$ cat src/rtl/draw_text_overlay_if.sv
// vga_bus: pixel timing and colour passed between layers of the video chain.
interface vga_bus;
    logic [10:0] hcount;
    logic [10:0] vcount;
    logic        hsync;
    logic        vsync;
    logic        hblnk;
    logic        vblnk;
    logic [11:0] rgb;

    modport source (output hcount, output vcount, output hsync, output vsync,
                    output hblnk, output vblnk, output rgb);
    modport sink   (input hcount, input vcount, input hsync, input vsync,
                    input hblnk, input vblnk, input rgb);
endinterface

$ cat src/rtl/draw_text_overlay.sv
// Text overlay: draws an N_COLS x N_ROWS grid of 8x16 glyphs onto the vga_bus stream,
// with integer scaling, optional box background and vsync-counted blinking. Latency is 3 clk.

// Glyph ROM, registered one-cycle read, address {code, line}, bit 7 = leftmost pixel.
module font_rom (
    input  logic        clk,
    input  logic        rst,
    input  logic [10:0] addr_s,
    output logic [7:0]  data_r
);
    function automatic logic [7:0] lookup(input logic [10:0] a);
        logic [7:0] d;
        d = 8'h00;
        case (a[10:4])
            7'h41: begin
                case (a[3:0])
                    4'd2:                      d = 8'h10;
                    4'd3:                      d = 8'h38;
                    4'd4:                      d = 8'h6C;
                    4'd5, 4'd6:                d = 8'hC6;
                    4'd7:                      d = 8'hFE;
                    4'd8, 4'd9, 4'd10, 4'd11:  d = 8'hC6;
                    default:                   d = 8'h00;
                endcase
            end
            7'h7F:   d = 8'hFF;
            default: d = 8'h00;
        endcase
        return d;
    endfunction

    // ROM output register
    always_ff @(posedge clk or negedge rst) begin
        if (!rst) begin
            data_r <= 8'h00;
        end else begin
            data_r <= lookup(addr_s);
        end
    end
endmodule

module draw_text_overlay #(
    parameter int          X_POS        = 448,
    parameter int          Y_POS        = 368,
    parameter int          N_COLS       = 16,
    parameter int          N_ROWS       = 2,
    parameter int          SCALE_LOG2   = 0,
    parameter logic [11:0] FG_COLOR     = 12'h666,
    parameter bit          BG_EN        = 1'b0,
    parameter logic [11:0] BG_COLOR     = 12'h000,
    parameter int          BLINK_FRAMES = 30,
    localparam int         N_CHARS      = N_COLS * N_ROWS,
    localparam int         AW           = (N_CHARS > 1) ? $clog2(N_CHARS) : 1
) (
    input  logic          clk,
    input  logic          rst,
    input  logic          en,
    input  logic          blink_en,
    output logic [AW-1:0] char_addr,
    input  logic [6:0]    char_code,
    vga_bus.sink          bus_in,
    vga_bus.source        bus_out
);
    localparam int S = SCALE_LOG2;
    localparam logic [12:0] X_BEG = 13'(X_POS);
    localparam logic [12:0] X_END = 13'(X_POS + N_COLS * (8 << S));
    localparam logic [12:0] Y_BEG = 13'(Y_POS);
    localparam logic [12:0] Y_END = 13'(Y_POS + N_ROWS * (16 << S));
    localparam int CW = $clog2(BLINK_FRAMES) + 1;
    localparam logic [CW-1:0] CNT_LAST = CW'(BLINK_FRAMES - 1);

    typedef struct packed {
        logic [10:0] hcount;
        logic [10:0] vcount;
        logic        hsync;
        logic        vsync;
        logic        hblnk;
        logic        vblnk;
        logic [11:0] rgb;
    } pix_t;

    pix_t          in_pix_s, s0_r, s1_r, out_r;
    logic          in_box_s, visible_s;
    logic [10:0]   rx_s, ry_s, col_s, row_s;
    logic [AW-1:0] lin_s;
    logic          in_box0_r, en0_r, vis0_r, in_box1_r, en1_r, vis1_r, blank1_r;
    logic [2:0]    px0_r, px1_r;
    logic [3:0]    line0_r;
    logic [7:0]    rom_data_r, font_line_s;
    logic          glyph_bit_s;
    logic [11:0]   rgb_s;
    logic          vsync_prev_r, phase_r;
    logic [CW-1:0] cnt_r;

    // Stage-0 geometry: box hit test and character/pixel coordinates
    always_comb begin
        in_pix_s = {bus_in.hcount, bus_in.vcount, bus_in.hsync, bus_in.vsync,
                    bus_in.hblnk, bus_in.vblnk, bus_in.rgb};
        in_box_s = ({2'b00, bus_in.hcount} >= X_BEG) && ({2'b00, bus_in.hcount} < X_END) &&
                   ({2'b00, bus_in.vcount} >= Y_BEG) && ({2'b00, bus_in.vcount} < Y_END);
        rx_s      = bus_in.hcount - 11'(X_POS);
        ry_s      = bus_in.vcount - 11'(Y_POS);
        col_s     = rx_s >> (3 + S);
        row_s     = ry_s >> (4 + S);
        lin_s     = AW'(row_s * 11'(N_COLS) + col_s);
        visible_s = !blink_en || !phase_r;
    end

    // Stage 0 register; char_addr holds outside the box
    always_ff @(posedge clk or negedge rst) begin
        if (!rst) begin
            s0_r      <= '0;
            in_box0_r <= 1'b0;
            px0_r     <= 3'd0;
            line0_r   <= 4'd0;
            en0_r     <= 1'b0;
            vis0_r    <= 1'b0;
            char_addr <= '0;
        end else begin
            s0_r      <= in_pix_s;
            in_box0_r <= in_box_s;
            px0_r     <= rx_s[S +: 3];
            line0_r   <= ry_s[S +: 4];
            en0_r     <= en;
            vis0_r    <= visible_s;
            if (in_box_s) begin
                char_addr <= lin_s;
            end else begin
                char_addr <= char_addr;
            end
        end
    end

    font_rom u_font_rom (
        .clk    (clk),
        .rst    (rst),
        .addr_s ({char_code, line0_r}),
        .data_r (rom_data_r)
    );

    // Stage 1 register, aligned with the ROM output
    always_ff @(posedge clk or negedge rst) begin
        if (!rst) begin
            s1_r      <= '0;
            in_box1_r <= 1'b0;
            px1_r     <= 3'd0;
            en1_r     <= 1'b0;
            vis1_r    <= 1'b0;
            blank1_r  <= 1'b0;
        end else begin
            s1_r      <= s0_r;
            in_box1_r <= in_box0_r;
            px1_r     <= px0_r;
            en1_r     <= en0_r;
            vis1_r    <= vis0_r;
            blank1_r  <= (char_code == 7'd0);
        end
    end

    // Stage 2 colour select; blanking always wins
    always_comb begin
        if (blank1_r) begin
            font_line_s = 8'h00;
        end else begin
            font_line_s = rom_data_r;
        end
        glyph_bit_s = font_line_s[3'd7 - px1_r];
        if (s1_r.hblnk || s1_r.vblnk) begin
            rgb_s = s1_r.rgb;
        end else if (en1_r && in_box1_r && glyph_bit_s && vis1_r) begin
            rgb_s = FG_COLOR;
        end else if (en1_r && in_box1_r && BG_EN) begin
            rgb_s = BG_COLOR;
        end else begin
            rgb_s = s1_r.rgb;
        end
    end

    // Output register
    always_ff @(posedge clk or negedge rst) begin
        if (!rst) begin
            out_r <= '0;
        end else begin
            out_r     <= s1_r;
            out_r.rgb <= rgb_s;
        end
    end

    // Blink frame counter, free-running regardless of en
    always_ff @(posedge clk or negedge rst) begin
        if (!rst) begin
            vsync_prev_r <= 1'b0;
            cnt_r        <= '0;
            phase_r      <= 1'b0;
        end else begin
            vsync_prev_r <= bus_in.vsync;
            if (bus_in.vsync && !vsync_prev_r) begin
                if (cnt_r == CNT_LAST) begin
                    cnt_r   <= '0;
                    phase_r <= !phase_r;
                end else begin
                    cnt_r   <= cnt_r + CW'(1);
                end
            end else begin
                cnt_r   <= cnt_r;
                phase_r <= phase_r;
            end
        end
    end

    assign bus_out.hcount = out_r.hcount;
    assign bus_out.vcount = out_r.vcount;
    assign bus_out.hsync  = out_r.hsync;
    assign bus_out.vsync  = out_r.vsync;
    assign bus_out.hblnk  = out_r.hblnk;
    assign bus_out.vblnk  = out_r.vblnk;
    assign bus_out.rgb    = out_r.rgb;
endmodule

$ cat src/flat_wrapper.sv
// flat-port wrapper written by rule: the top's interface ports become plain ports
module draw_text_overlay_flat 
#(
    parameter int          X_POS        = 448,
    parameter int          Y_POS        = 368,
    parameter int          N_COLS       = 16,
    parameter int          N_ROWS       = 2,
    parameter int          SCALE_LOG2   = 0,
    parameter logic [11:0] FG_COLOR     = 12'h666,
    parameter bit          BG_EN        = 1'b0,
    parameter logic [11:0] BG_COLOR     = 12'h000,
    parameter int          BLINK_FRAMES = 30,
    localparam int         N_CHARS      = N_COLS * N_ROWS,
    localparam int         AW           = (N_CHARS > 1) ? $clog2(N_CHARS) : 1
)
  (clk, rst, en, blink_en, char_addr, char_code, bus_in_hcount, bus_in_vcount, bus_in_hsync, bus_in_vsync, bus_in_hblnk, bus_in_vblnk, bus_in_rgb, bus_out_hcount, bus_out_vcount, bus_out_hsync, bus_out_vsync, bus_out_hblnk, bus_out_vblnk, bus_out_rgb);
  vga_bus bus_in_i ();
  vga_bus bus_out_i ();
  input  logic clk;
  input  logic rst;
  input  logic en;
  input  logic blink_en;
  output logic [AW-1:0] char_addr;
  input  logic [6:0] char_code;
  input wire logic [$bits(bus_in_i.hcount)-1:0] bus_in_hcount;
  input wire logic [$bits(bus_in_i.vcount)-1:0] bus_in_vcount;
  input wire logic [$bits(bus_in_i.hsync)-1:0] bus_in_hsync;
  input wire logic [$bits(bus_in_i.vsync)-1:0] bus_in_vsync;
  input wire logic [$bits(bus_in_i.hblnk)-1:0] bus_in_hblnk;
  input wire logic [$bits(bus_in_i.vblnk)-1:0] bus_in_vblnk;
  input wire logic [$bits(bus_in_i.rgb)-1:0] bus_in_rgb;
  output wire logic [$bits(bus_out_i.hcount)-1:0] bus_out_hcount;
  output wire logic [$bits(bus_out_i.vcount)-1:0] bus_out_vcount;
  output wire logic [$bits(bus_out_i.hsync)-1:0] bus_out_hsync;
  output wire logic [$bits(bus_out_i.vsync)-1:0] bus_out_vsync;
  output wire logic [$bits(bus_out_i.hblnk)-1:0] bus_out_hblnk;
  output wire logic [$bits(bus_out_i.vblnk)-1:0] bus_out_vblnk;
  output wire logic [$bits(bus_out_i.rgb)-1:0] bus_out_rgb;
  assign bus_in_i.hcount = bus_in_hcount;
  assign bus_in_i.vcount = bus_in_vcount;
  assign bus_in_i.hsync = bus_in_hsync;
  assign bus_in_i.vsync = bus_in_vsync;
  assign bus_in_i.hblnk = bus_in_hblnk;
  assign bus_in_i.vblnk = bus_in_vblnk;
  assign bus_in_i.rgb = bus_in_rgb;
  assign bus_out_hcount = bus_out_i.hcount;
  assign bus_out_vcount = bus_out_i.vcount;
  assign bus_out_hsync = bus_out_i.hsync;
  assign bus_out_vsync = bus_out_i.vsync;
  assign bus_out_hblnk = bus_out_i.hblnk;
  assign bus_out_vblnk = bus_out_i.vblnk;
  assign bus_out_rgb = bus_out_i.rgb;
  draw_text_overlay #(.X_POS(X_POS), .Y_POS(Y_POS), .N_COLS(N_COLS), .N_ROWS(N_ROWS), .SCALE_LOG2(SCALE_LOG2), .FG_COLOR(FG_COLOR), .BG_EN(BG_EN), .BG_COLOR(BG_COLOR), .BLINK_FRAMES(BLINK_FRAMES)) u_core (.clk(clk), .rst(rst), .en(en), .blink_en(blink_en), .char_addr(char_addr), .char_code(char_code), .bus_in(bus_in_i), .bus_out(bus_out_i));
endmodule
$ cat config.mk
export PLATFORM = sky130hd
export DESIGN_NAME = draw_text_overlay_flat
export DESIGN_NICKNAME = d
export VERILOG_FILES = /design/src/rtl/draw_text_overlay_if.sv /design/src/rtl/draw_text_overlay.sv /design/src/flat_wrapper.sv
export SDC_FILE = /design/constraint.sdc
export NUM_CORES = 1
export LEC_CHECK = 0
export CAP_MARGIN = 10
export CORE_UTILIZATION = 45
export DETAILED_ROUTE_END_ITERATION = 12
export DONT_BUFFER_PORTS = 1
export HOLD_SLACK_MARGIN = 0.1
export PLACE_DENSITY = 0.62
export SLEW_MARGIN = 5
export SYNTH_ARGS = -nofsm -noshare
export SYNTH_HDL_FRONTEND = slang
export SYNTH_SLANG_ARGS = --single-unit
$ cat constraint.sdc
create_clock -name clk -period 2.8 [get_ports clk]
set_input_delay 0.56 -clock clk [delete_from_list [all_inputs] [get_ports clk]]
set_output_delay 0.56 -clock clk [all_outputs]
set_load 0.05 [all_outputs]
==> results_dict.tcl, run 1 <==
set metrics [dict create \
    timing.final.crit_period_ns 1.717 \
    hold_violations 138 \
    cts_tree "yes" \
    yosys.area_share.adder 0.01515 \
    floorplan.core_area_um2 8806 \
    yosys-top-cells-area "dfrtp_1 (84%), ha_1 (1.5%), mux2_2 (1.4%)" \
    static-leakage-power_nw 2.358 \
    setup_tns_ns 0 \
    cts_buffers 17 \
    ff2ff_path_depth 4 \
    critical_path_class "reg2reg" \
    pin_count_of_the_biggest_net_entering_global_routing 139 \
    initial_antenna_violation_count 0 \
    drt_wl_cell_um 15.55 \
    rsz0062_at_grt "no" \
    ys_async_sr_fraction 1.000 \
    run_status "finished, violations left" \
    dieHeight_um 97.81 \
    grt_pass1_wl_um 10600 \
    synth_cell_types 32 \
    clk_latency_ns 0.50 \
    drv_cap 0 \
    timing.reg2reg.setup_slack_ns 1.08 \
    initial_utilization 0.4690 \
    hold_class "in2async" \
    netlist.area_leader.share 0.8361 \
    synth_most_common_cell "dfrtp_1" \
    place.port_buffers 0 \
    final_min_period_over_clock_period 0.6134 \
    power.total_w 0.004562 \
    cts_max_path_buffers 2 \
    timing_max_transition_violations_final 0 \
    hold-worst-slack_ns -0.2386 \
    globalRouteOverflowTotal 0 \
    power.density_nw_per_um2 873.5 \
    worst-endpoint-arrival_ns 2.09 \
    achievable_frequency_mhz 582.3 \
    worst_pin_slew_ns 0.8708 \
    n_antenna_cell 0 \
    timing.final.setup_violations 0 \
    place_congestion 0.6897 \
    synthesis.area_um2 4130 \
    post-place-cells 338 \
    number_of_synthesized_register_bits 138 \
    ys_seq_area_frac 0.8361 \
    violated_checks "design-rule violations, negative hold slack" \
    vias_in_the_first_global_route 2174 \
    slew_headroom 0.4189 \
    total_die_area_um2 9566 \
    number_of_synthesized_flops_with_an_enable_pin 0 \
    vdd.ir_drop.worst_mv 0.4670 \
    h-tree-depth 4 \
    setup_clock_skew_after_layout_ns 0.01219 \
    post_route_insts_no_fill 409 \
    post_synth_inst_count 232 \
    synthesis.area_per_instance_um2 17.80 \
    synthesis.nets 286 \
    synth_largest_area_cell "dfrtp_1" \
    grt_use_total 0.1508 \
    row_count 34 \
    wirelength_um 6359 \
    critical_path_peak_fanout 12 \
    finish.net_count 342 \
    yosys-mux-area-fraction 0.02575 \
    worst-endpoint-required_ns 3.17 \
    root_buffer "clkbuf_8" \
    synth.cells.most_frequent "dfrtp_1 (138), nand2_1 (10), nand2b_1 (9)" \
    combinational_family_with_the_most_area_after_synthesis "simple AND/OR/NAND/NOR gates" \
    tritoncts_num_sinks 138 \
    synth-compound-area-share 0.03484 \
    critical_path.reg2reg.endpoint "u_core.bus_out.rgb[4]" \
    syn2layout_area_growth_pct 26.45 \
    synthXorXnorAreaFrac 0.008482 \
    drtAntennaViolNets 0 \
    detailroute.via_count 1971 \
    cts_setup_buffers 0 \
    start_kind "flip-flop" \
    cts-resized-gates 0 \
    floorplan.io_pins 92 \
    drt-vias-per-instance 4.819 \
    dpl_hpwl_um 3679 \
    drt_first_pass_iters 8 \
    critical_path.reg2reg.startpoint "u_core.s1_r[28]" \
    post_synth_and_or_nand_nor_area_fraction 0.07301 \
    route.detailed.drc 8 \
    die_w_um 97.81 \
    drive_gt1_frac 0.1362 \
    clk_transition_reported_paths_ns 0.06 \
    yosysWarnings 0 \
    cts-hold-fix-buffers 39 \
    synth_flop_cell "dfrtp_1" \
    detail_route.iter0.violations 84 \
    cp-end-kind "flip-flop" \
]
## per-layer routing
layer	up-vias	track usage	part of all wire
met5	-	0	0
met4	0	0.07925	0.0096
met3	4	0.07158	0.067
met2	56	0.2379	0.52
met1	1024	0.1718	0.40
li1	887	-	-
## cell type report
cell class	count	area (um2)
repair buffers	39	390.4
flip-flops and latches	138	3453
fillers	668	3583
inverters	5	18.77
clock inverters	15	161.4
well taps	108	135.1
clock buffers	17	414.1
multi-input cells	87	649.4
## cell families after synthesis
kind of cell             after synthesis
AO/OA/AOI/OAI                         19
XOR/XNOR                               4
adder cells (fa/ha/maj)                5
buffers and inverters                  7
flip-flops                           138
multiplexers                          10
AND/OR/NAND/NOR                       49
## report_power, final
group          switching [W]  internal [W]
combinational      0.0000443     0.0000901
sequential          0.000187       0.00211
clock               0.000841       0.00128
total                0.00107       0.00349
## cell usage in the layout, fill, tap and decap left out, drive strengths merged, types with 4 or more instances in the layout
cell type | Yosys | routed
mux2 | 5 | 5
dlygate4sd3 | 0 | 39
nor2 | 6 | 6
xnor2 | 4 | 4
mux2i | 5 | 5
dfrtp | 138 | 138
nand2 | 10 | 10
inv | 5 | 12
nand2b | 9 | 9
ha | 5 | 5
o21ai | 7 | 7
nor4b | 4 | 4
clkbuf | 1 | 17
nor3 | 4 | 4
and2 | 6 | 6
## how the worst max path moves through the flow
stage                startpoint               endpoint  slack [ns]
2_1_floorplan  bus_in_hcount[6]    u_core.char_addr[0]        1.08
3_3_place_gp   bus_in_hcount[6]    u_core.char_addr[2]        0.97
3_5_place_dp   bus_in_hcount[2]    u_core.char_addr[1]        0.94
4_1_cts         u_core.s1_r[28]  u_core.bus_out.rgb[4]        1.00
5_1_grt         u_core.s1_r[29]  u_core.bus_out.rgb[4]        0.84
6_report        u_core.s1_r[28]  u_core.bus_out.rgb[4]        1.08
## critical path: stages, from the launching register on
cell and delay [ns]:
dfrtp_1 0.41, xnor2_1 0.19, mux2i_1 0.22, o2111ai_1 0.42
and2_1 0.35
## through the flow
| stage | instance area (um2) | worst slack (ns) | hold slack [ns] | utilization |
|---|---|---|---|---|
| 2_1_floorplan | 4130 | 1.085 | 0.2644 | - |
| 6_report | 5223 | 1.083 | -0.2386 | 0.5931 |
| 5_1_grt | 5223 | 0.8356 | -0.2852 | 0.5931 |
| 4_1_cts | 5223 | 1.002 | -0.2763 | 0.5931 |
| 3_3_place_gp | 4257 | 0.9731 | 0.2671 | 0.4834 |
| 3_5_place_dp | 4257 | 0.9402 | 0.2673 | 0.4834 |
## registers in the layout, summed over array words and instances (netlist names), 5 cells and up
name	flops
u_core.cnt_r	6
u_core.s1_r	38
u_core.bus_out.rgb	12
u_core.bus_out.vcount	11
u_core.char_addr	5
u_core.u_font_rom.data_r	5
u_core.bus_out.hcount	11
u_core.s0_r	38
(Power assumes the default switching activity.)
==> inputs of run 2 (changes only) <==
--- a/config.mk
+++ b/config.mk
@@ -10,7 +10,7 @@
 export DETAILED_ROUTE_END_ITERATION = 12
 export DONT_BUFFER_PORTS = 1
 export HOLD_SLACK_MARGIN = 0.1
-export PLACE_DENSITY = 0.62
+export PLACE_DENSITY = 0.64
 export SLEW_MARGIN = 5
 export SYNTH_ARGS = -nofsm -noshare
 export SYNTH_HDL_FRONTEND = slang
==> constraint.sdc (replaced) <==
create_clock -name clk -period 1.44 [get_ports clk]
set_input_delay 0.288 -clock clk [delete_from_list [all_inputs] [get_ports clk]]
set_output_delay 0.288 -clock clk [all_outputs]
set_load 0.05 [all_outputs]
==> results_dict.tcl, run 2 (same netlist as run 1, synthesis figures left out) <==
set metrics [dict create \
    drt-vias-per-instance 4.658 \
    drt_first_pass_iters 8 \
    tritoncts_num_sinks 138 \
    achievable_frequency_mhz 683.5 \
    sequential_cell_area_um2 3482 \
    pin_count_of_the_biggest_net_entering_global_routing 139 \
    layout_commonest_cell "dfrtp_1" \
    floorplan.core_area_um2 8806 \
    power.density_nw_per_um2 1677 \
    worst-endpoint-required_ns 1.82 \
    worst_pin_slew_ns 0.4579 \
    cts_buffers 17 \
    dieHeight_um 97.81 \
    cts_max_path_buffers 2 \
    path_buf_inv 1 \
    cts_tree "yes" \
    wirelength_um 6469 \
    row_count 34 \
    finish.net_count 357 \
    internal-power_w 0.007022 \
    critical_path_peak_fanout 6 \
    fillers 656 \
    most-common-layout-cells "dfrtp_1 (115), dlygate4sd3_1 (45), dfrtp_2 (23)" \
    multiInputGateArea_um2 691.9 \
    clk_latency_ns 0.49 \
    post-place-cells 345 \
    hold-worst-slack_ns -0.5117 \
    power.share.clock 0.471 \
    switchingPower_w 0.002114 \
    dpl_hpwl_um 3926 \
    post_route_insts_no_fill 424 \
    globalRouteOverflowTotal 0 \
    place_ws_ns -0.07399 \
    cp-end-kind "flip-flop" \
    initial_utilization 0.4690 \
    timing_max_transition_violations_final 0 \
    drive_gt1_frac 0.2658 \
    initial_antenna_violation_count 0 \
    drtAntennaViolNets 0 \
    rsz0062_at_grt "yes" \
    detail_route.iter0.violations 65 \
    drt_wl_cell_um 15.26 \
    syn2layout_area_growth_pct 31.87 \
    final_min_period_over_clock_period 1.016 \
    n_antenna_cell 0 \
    timing.final.crit_period_ns 1.463 \
    grt_pass1_wl_um 10620 \
    floorplan.io_pins 92 \
    worst-endpoint-arrival_ns 1.85 \
    share_seq_of_total_power 0.491 \
    biggestRegsByFlops "u_core.s0_r (38), u_core.s1_r (38), u_core.bus_out.rgb (12)" \
    hold_violations 138 \
    static-leakage-power_nw 2.433 \
    timing.final.setup_violations 6 \
    clk_transition_reported_paths_ns 0.06 \
    cts-hold-fix-buffers 45 \
    setup_tns_ns -0.1038 \
    crit_path_cells "xnor2_1, mux2i_1, o2111ai_2, buf_6, and2_4" \
    die_w_um 97.81 \
    violated_checks "design-rule violations, negative hold slack, negative setup slack" \
    drv_cap 0 \
    place.port_buffers 0 \
    slew_headroom 0.6950 \
    detailroute.via_count 1975 \
    setup_slack_ns -0.02304 \
    vias_in_the_first_global_route 2083 \
    cpMaxStageDelayCell "dfrtp_1" \
    power.share.combinational 0.038 \
    run_status "finished, violations left" \
    total_die_area_um2 9566 \
    root_buffer "clkbuf_8" \
    hold_class "in2async" \
    swShare 0.2314 \
    route.detailed.drc 12 \
    setup_clock_skew_after_layout_ns 0.008265 \
    post-route-util 0.6185 \
    vdd.ir_drop.worst_mv 0.8225 \
    critical_path_class "reg2reg" \
    critical-path-max-stage-delay_ns 0.42 \
    grt_use_total 0.1503 \
    place_congestion 0.7011 \
    crit_family "flip-flops" \
    start_kind "flip-flop" \
    h-tree-depth 4 \
]
run 2: area by class of cell:
type,count,share of cell area
flip-flops and latches,138,0.6393
multi-input cells,87,0.1270
repair buffers,54,0.09534
clock buffers,17,0.07604
clock inverters,15,0.03400
well taps,108,0.02481
inverters,5,0.003446
run 2: per-stage QoR:
stage | power (W) | hold WS (ns) | instance area, um2
after detailed placement | 0.004777 | -0.005793 | 4314
after global placement | 0.004747 | -0.005575 | 4314
after floorplan | 0.004666 | -0.007591 | 4135
final | 0.009135 | -0.5117 | 5446
after global routing | 0.009466 | -0.5520 | 5446
after CTS | 0.009231 | -0.5435 | 5391
run 2: timing repair:
action,4_1_cts,5_1_grt
pin swaps,0,11
setup buffers,1,0
gates cloned,0,1
endpoints found under the setup margin,20,24
gates resized for setup,15,23
hold endpoints to repair,192,138
run 2: worst reg2reg max path, cell delays in order, from the launching register on:
cell and delay [ns]:
dfrtp_1 0.42, xnor2_1 0.21, mux2i_1 0.25, o2111ai_2 0.18, buf_6 0.18, and2_4 0.13
run 2: layer usage:
metal  global-route usage  wire length, um  vias up  share of wire
met2               0.2362             3412       54           0.53
met5                    0                0        -              0
met1               0.1884             2729      995           0.42
li1                     -                -      924              -
met3              0.05369              274        2          0.042
met4              0.06993               52        0         0.0080
run 2: path summary, 6_finish.rpt:
check                      slack (ns)                          end             from  cells after the start
setup / recovery                -0.02        u_core.bus_out.rgb[4]  u_core.s1_r[29]                      5
hold / removal                  -0.51              u_core.s1_r[26]              rst                      0
setup reg to reg                -0.02        u_core.bus_out.rgb[4]  u_core.s1_r[29]                      5
hold reg to reg                  0.34               u_core.s1_r[6]   u_core.s0_r[6]                      0
max in group asynchronous        1.74          u_core.char_addr[4]              rst                      0
min in group clk                 0.11  u_core.u_font_rom.data_r[4]     char_code[2]                      3
run 2: power by group through the flow:
stage | logic (W) | clock network [W] | registers, W
final | 0.000350 | 0.00430 | 0.00448
after global routing | 0.000388 | 0.00457 | 0.00451
after CTS | 0.000335 | 0.00441 | 0.00448
after detailed placement | 0.000231 | 0 | 0.00455
after global placement | 0.000213 | 0 | 0.00453
after floorplan | 0.000161 | 0 | 0.00450
==> inputs of run 3 (changes only) <==
--- a/config.mk
+++ b/config.mk
@@ -9,6 +9,7 @@
 export CORE_UTILIZATION = 45
 export DETAILED_ROUTE_END_ITERATION = 12
 export DONT_BUFFER_PORTS = 1
+export GPL_TIMING_DRIVEN = 0
 export HOLD_SLACK_MARGIN = 0.1
 export PLACE_DENSITY = 0.64
 export SLEW_MARGIN = 5
==> results_dict.tcl, run 3 (same netlist as run 1, synthesis figures left out) <==
set metrics [dict create \
    hold_class "in2async" \
    final_min_period_over_clock_period 1.016 \
    biggestRegsByFlops "u_core.s0_r (38), u_core.s1_r (38), u_core.bus_out.rgb (12)" \
    wire_length_on_met2_um 3422 \
    initial_utilization 0.4690 \
    die_w_um 97.81 \
    root_buffer "clkbuf_8" \
    hold_violations 141 \
    sequential_cell_area_um2 3502 \
    power.share.combinational 0.036 \
    worst_pin_slew_ns 0.4399 \
    dpl_hpwl_um 3639 \
    worst-endpoint-required_ns 1.84 \
    layout_commonest_cell "dfrtp_1" \
    timing.reg2reg.setup_slack_ns -0.02 \
    post_route_insts_no_fill 424 \
    dieHeight_um 97.81 \
    swShare 0.2317 \
    top_layer_used "met4" \
    drt-vias-per-instance 4.708 \
    tritoncts_num_sinks 138 \
    detail_route.wirelength.met1_um 2669 \
    fillers 637 \
    start_kind "flip-flop" \
    power.share.clock 0.476 \
    globalRouteOverflowTotal 0 \
    place_ws_ns -0.2605 \
    floorplan.core_area_um2 8806 \
    worst-endpoint-arrival_ns 1.86 \
    cp-end-kind "flip-flop" \
    syn2layout_area_growth_pct 32.69 \
    critical_path_class "reg2reg" \
    vdd.ir_drop.worst_mv 0.8302 \
    most-common-layout-cells "dfrtp_1 (99), dlygate4sd3_1 (44), dfrtp_2 (39)" \
    detailroute.via_count 1996 \
    critical_path.reg2reg.endpoint "u_core.bus_out.rgb[11]" \
    share_seq_of_total_power 0.488 \
    drt_wl_cell_um 15.27 \
    setup_clock_skew_after_layout_ns 0.007928 \
    hold-worst-slack_ns -0.5299 \
    drt_first_pass_iters 10 \
    post-place-cells 340 \
    clk_latency_ns 0.51 \
    h-tree-depth 4 \
    timing_max_transition_violations_final 0 \
    setup_tns_ns -0.1167 \
    total_die_area_um2 9566 \
    cts_buffers 17 \
    violated_checks "design-rule violations, negative hold slack, negative setup slack" \
    timing.final.setup_violations 6 \
    power.density_nw_per_um2 1679 \
    critical_path_peak_fanout 10 \
    multiInputGateArea_um2 690.7 \
    cts_max_path_buffers 2 \
    finish.net_count 357 \
    drtAntennaViolNets 0 \
    switchingPower_w 0.002133 \
    slew_headroom 0.7070 \
    static-leakage-power_nw 2.419 \
    critical_path.reg2reg.startpoint "u_core.s1_r[29]" \
    place_congestion 0.7314 \
    drive_gt1_frac 0.3038 \
    detail_route.iter0.violations 93 \
    wirelength_um 6473 \
    pin_count_of_the_biggest_net_entering_global_routing 139 \
    place.port_buffers 0 \
    setup_slack_ns -0.02283 \
    run_status "finished, violations left" \
    floorplan.io_pins 92 \
    route.detailed.drc 14 \
    achievable_frequency_mhz 683.6 \
    clk_transition_reported_paths_ns 0.07 \
    timing.final.crit_period_ns 1.463 \
    row_count 34 \
    internal-power_w 0.007071 \
    drv_cap 0 \
    rsz0062_at_grt "yes" \
    grt_pass1_wl_um 10420 \
    cts_tree "yes" \
    ff2ff_path_depth 6 \
    n_antenna_cell 0 \
    grt_use_total 0.1503 \
    initial_antenna_violation_count 0 \
    routed-wl-met3_um 333 \
    vias_in_the_first_global_route 2099 \
]
## run 3: cell types whose count changed in the layout (fill, tap and decap cells not counted), sizes merged
| cell | delta |
|---|---|
| clkbuf | +2 |
| dlygate4sd3 | -1 |
| inv | -1 |
| dlymetal6s4s | +1 |
| buf | -1 |
## run 3: cell type report
class / instances / area share
inverters: 5 / 0.003425
plain buffers: 2 / 0.002740
flip-flops and latches: 138 / 0.6390
repair buffers: 52 / 0.09224
clock buffers: 18 / 0.07808
well taps: 108 / 0.02466
clock inverters: 14 / 0.03379
multi-input cells: 87 / 0.1260
## run 3: stage by stage
stage	instance area (um2)	power [W]	utilization
global placement	4270	0.004713	0.4849
finish	5480	0.009204	0.6223
floorplan	4135	0.004666	-
detailed placement	4270	0.004727	0.4849
CTS	5301	0.009247	0.6020
global route	5480	0.009559	0.6223
## run 3: repair_timing
item                                   CTS  global route
setup buffers                            4             3
setup endpoints to repair               30            43
resized for setup                       25            28
hold buffers                            34            11
pin swaps                                3             3
endpoints found under the hold margin  192           156
## run 3: critical path, cell delays in order (launching register included)
cell and delay (ns):
dfrtp_2 0.44, buf_4 0.15, mux2i_1 0.11, a21oi_1 0.18, o2111ai_2 0.15, buf_6 0.18, and2_1 0.15
## run 3: how the worst max path moves through the flow
stage | start | end | slack (ns) | depth (start not counted)
after global routing | u_core.s1_r[29] | u_core.bus_out.rgb[11] | -0.09 | 5
final | u_core.s1_r[29] | u_core.bus_out.rgb[11] | -0.02 | 6
after CTS | u_core.s1_r[29] | u_core.bus_out.rgb[7] | -0.04 | 5
after global placement | bus_in_hcount[6] | u_core.char_addr[4] | -0.24 | 5
after floorplan | bus_in_hcount[6] | u_core.char_addr[0] | 0.02 | 5
after detailed placement | bus_in_hcount[6] | u_core.char_addr[0] | -0.26 | 5
## run 3: power groups by stage
stage               Clock [W]  Sequential [W]  Combinational, W
floorplan                   0         0.00450          0.000161
global placement            0         0.00454          0.000177
detailed placement          0         0.00454          0.000186
CTS                   0.00449         0.00448          0.000276
global route          0.00467         0.00452          0.000369
finish                0.00439         0.00449          0.000331
## run 3: metal layers
layer  track usage  vias up
met5             0        -
met4       0.06643        0
met3       0.07230        2
met2        0.2373       54
met1        0.1757     1023
li1              -      917
==> edit: new RTL, config.mk and constraints of run 2 <==
Add an input register stage for `en`, `blink_en` and `char_code`, with the module's reset; this delays them by one clock. The other inputs are not delayed to match.
--- a/src/rtl/draw_text_overlay.sv
+++ b/src/rtl/draw_text_overlay.sv
@@ -79,6 +79,22 @@
         logic [11:0] rgb;
     } pix_t;
 
+    logic en_q;
+    logic blink_en_q;
+    logic [6:0] char_code_q;
+
+    always_ff @(posedge clk or negedge rst) begin
+        if (!rst) begin
+            en_q        <= '0;
+            blink_en_q  <= '0;
+            char_code_q <= '0;
+        end else begin
+            en_q        <= en;
+            blink_en_q  <= blink_en;
+            char_code_q <= char_code;
+        end
+    end
+
     pix_t          in_pix_s, s0_r, s1_r, out_r;
     logic          in_box_s, visible_s;
     logic [10:0]   rx_s, ry_s, col_s, row_s;
@@ -103,7 +119,7 @@
         col_s     = rx_s >> (3 + S);
         row_s     = ry_s >> (4 + S);
         lin_s     = AW'(row_s * 11'(N_COLS) + col_s);
-        visible_s = !blink_en || !phase_r;
+        visible_s = !blink_en_q || !phase_r;
     end
 
     // Stage 0 register; char_addr holds outside the box
@@ -121,7 +137,7 @@
             in_box0_r <= in_box_s;
             px0_r     <= rx_s[S +: 3];
             line0_r   <= ry_s[S +: 4];
-            en0_r     <= en;
+            en0_r     <= en_q;
             vis0_r    <= visible_s;
             if (in_box_s) begin
                 char_addr <= lin_s;
@@ -134,7 +150,7 @@
     font_rom u_font_rom (
         .clk    (clk),
         .rst    (rst),
-        .addr_s ({char_code, line0_r}),
+        .addr_s ({char_code_q, line0_r}),
         .data_r (rom_data_r)
     );
 
@@ -153,7 +169,7 @@
             px1_r     <= px0_r;
             en1_r     <= en0_r;
             vis1_r    <= vis0_r;
-            blank1_r  <= (char_code == 7'd0);
+            blank1_r  <= (char_code_q == 7'd0);
         end
     end
 
Function: changed (Yosys sat finds a counterexample within 4 cycles, from zero or initial values and one cycle with rst low).
==> edit against run 2 <==
  * The flow finishes with violations (hold timing, setup timing)
  * Synthesized cell count grew 6.0%
  * Power grew 2.2%
  * Sequential cell count grew 9
  * Non-clock buffer count grew 6
  * Design area grew 5.6%
  * Routed wire length grew 5.3%
  * Final cell count grew 9.4%
  * Combinational power grew 16%
  * Worst setup slack lost 9.2 ps
  * Utilization grew 0.091 points
  * Area after synthesis grew 5.1%
  * Die area grew 5.0%
  * Critical path type unchanged
  * Critical endpoint is now u_core.bus_out.rgb[9]
  * Largest cell class unchanged
  * Largest power group unchanged
==> edit: results (changes against run 2) <==
* First-pass GRT wire length at 10900 um (was 10600 um)
* Synth Area in Adders at 0.0144 (was 0.0151)
* PnR worst setup slack at -32.2 ps (was -23.0 ps)
* ClkCell Share at 0.0981 (was 0.110)
* Gpl congestion at 0.737 (was 0.701)
* Violated checks: hold timing, setup timing (was DRC, hold timing, setup timing)
* Vias in the first global route at 2224 (was 2083)
* Flip-flop and latch count at 147 (was 138)
* Worst path slowest cell: dfrtp_2 (was dfrtp_1)
* Synth top area cells: dfrtp_1 (85%), ha_1 (1.4%), nand2b_1 (1.2%) (was dfrtp_1 (84%), ha_1 (1.5%), mux2_2 (1.4%))
* Outcome: complete, but fails checks (unchanged)
* DP Area at 0.00455 mm^2 (was 0.00431 mm^2)
* DIE AREA at 0.0100 mm^2 (was 0.00957 mm^2)
* Synth Area in Compound Gates at 0.0297 (was 0.0348)
* Count of final hold-check violations at 147 (was 138)
* Synth Area per Inst at 17.7 um^2 (was 17.8 um^2)
* Worst-margin pin slew at 451 ps (was 458 ps)
* Hold slack at -518 ps (was -512 ps)
* Largest net degree at the start of global routing at 148 (was 139)
* Worst vdd ir at 0.804 mV (was 0.822 mV)
* Register area at 0.00371 mm^2 (was 0.00348 mm^2)
* Avg Vias per Cell at 4.56 (was 4.66)
* Post-Route Setup TNS at -106 ps (was -104 ps)
* Dpl cells at 380 (was 345)
* Bufs w/o clock at 60 (was 54)
* DRT Wirelength at 6820 um (was 6470 um)
* Final setup viols at 8 (was 6)
* Worst slack, placed at -226 ps (was -74.0 ps)
* Multi-input gates at 91 (was 87)
* Static leakage at 0.00259 uW (was 0.00243 uW)
* Fillers at 685 (was 656)
[edit: worst paths after layout]
| kind | from | end | slack, ps | cells after the start |
|---|---|---|---|---|
| worst max-delay path | u_core.s1_r[28] | u_core.bus_out.rgb[9] | -30 | 5 |
| worst min-delay path | rst | u_core.bus_out.vsync | -520 | 0 |
| worst max register to register | u_core.s1_r[28] | u_core.bus_out.rgb[9] | -30 | 5 |
| worst min register to register | u_core.s1_r[17] | u_core.bus_out.vcount[1] | 350 | 0 |
| max in group asynchronous | rst | u_core.s1_r[29] | 1760 | 0 |
| min in group clk | bus_in_vsync | u_core.cnt_r[5] | 130 | 3 |
[edit: routing by layer]
layer,vias up,part of all wire,track usage
met4,0,0.010,0.0736
li1,970,-,-
met3,6,0.041,0.0501
met5,-,0,0
met1,1080,0.39,0.177
met2,60,0.56,0.239
[edit: power breakdown]
group	internal, uW	leakage (uW)	switching, uW	total, uW
clock network	2510	0.000272	1590	4100
registers	4420	0.00171	405	4830
logic	250	0.000611	155	406
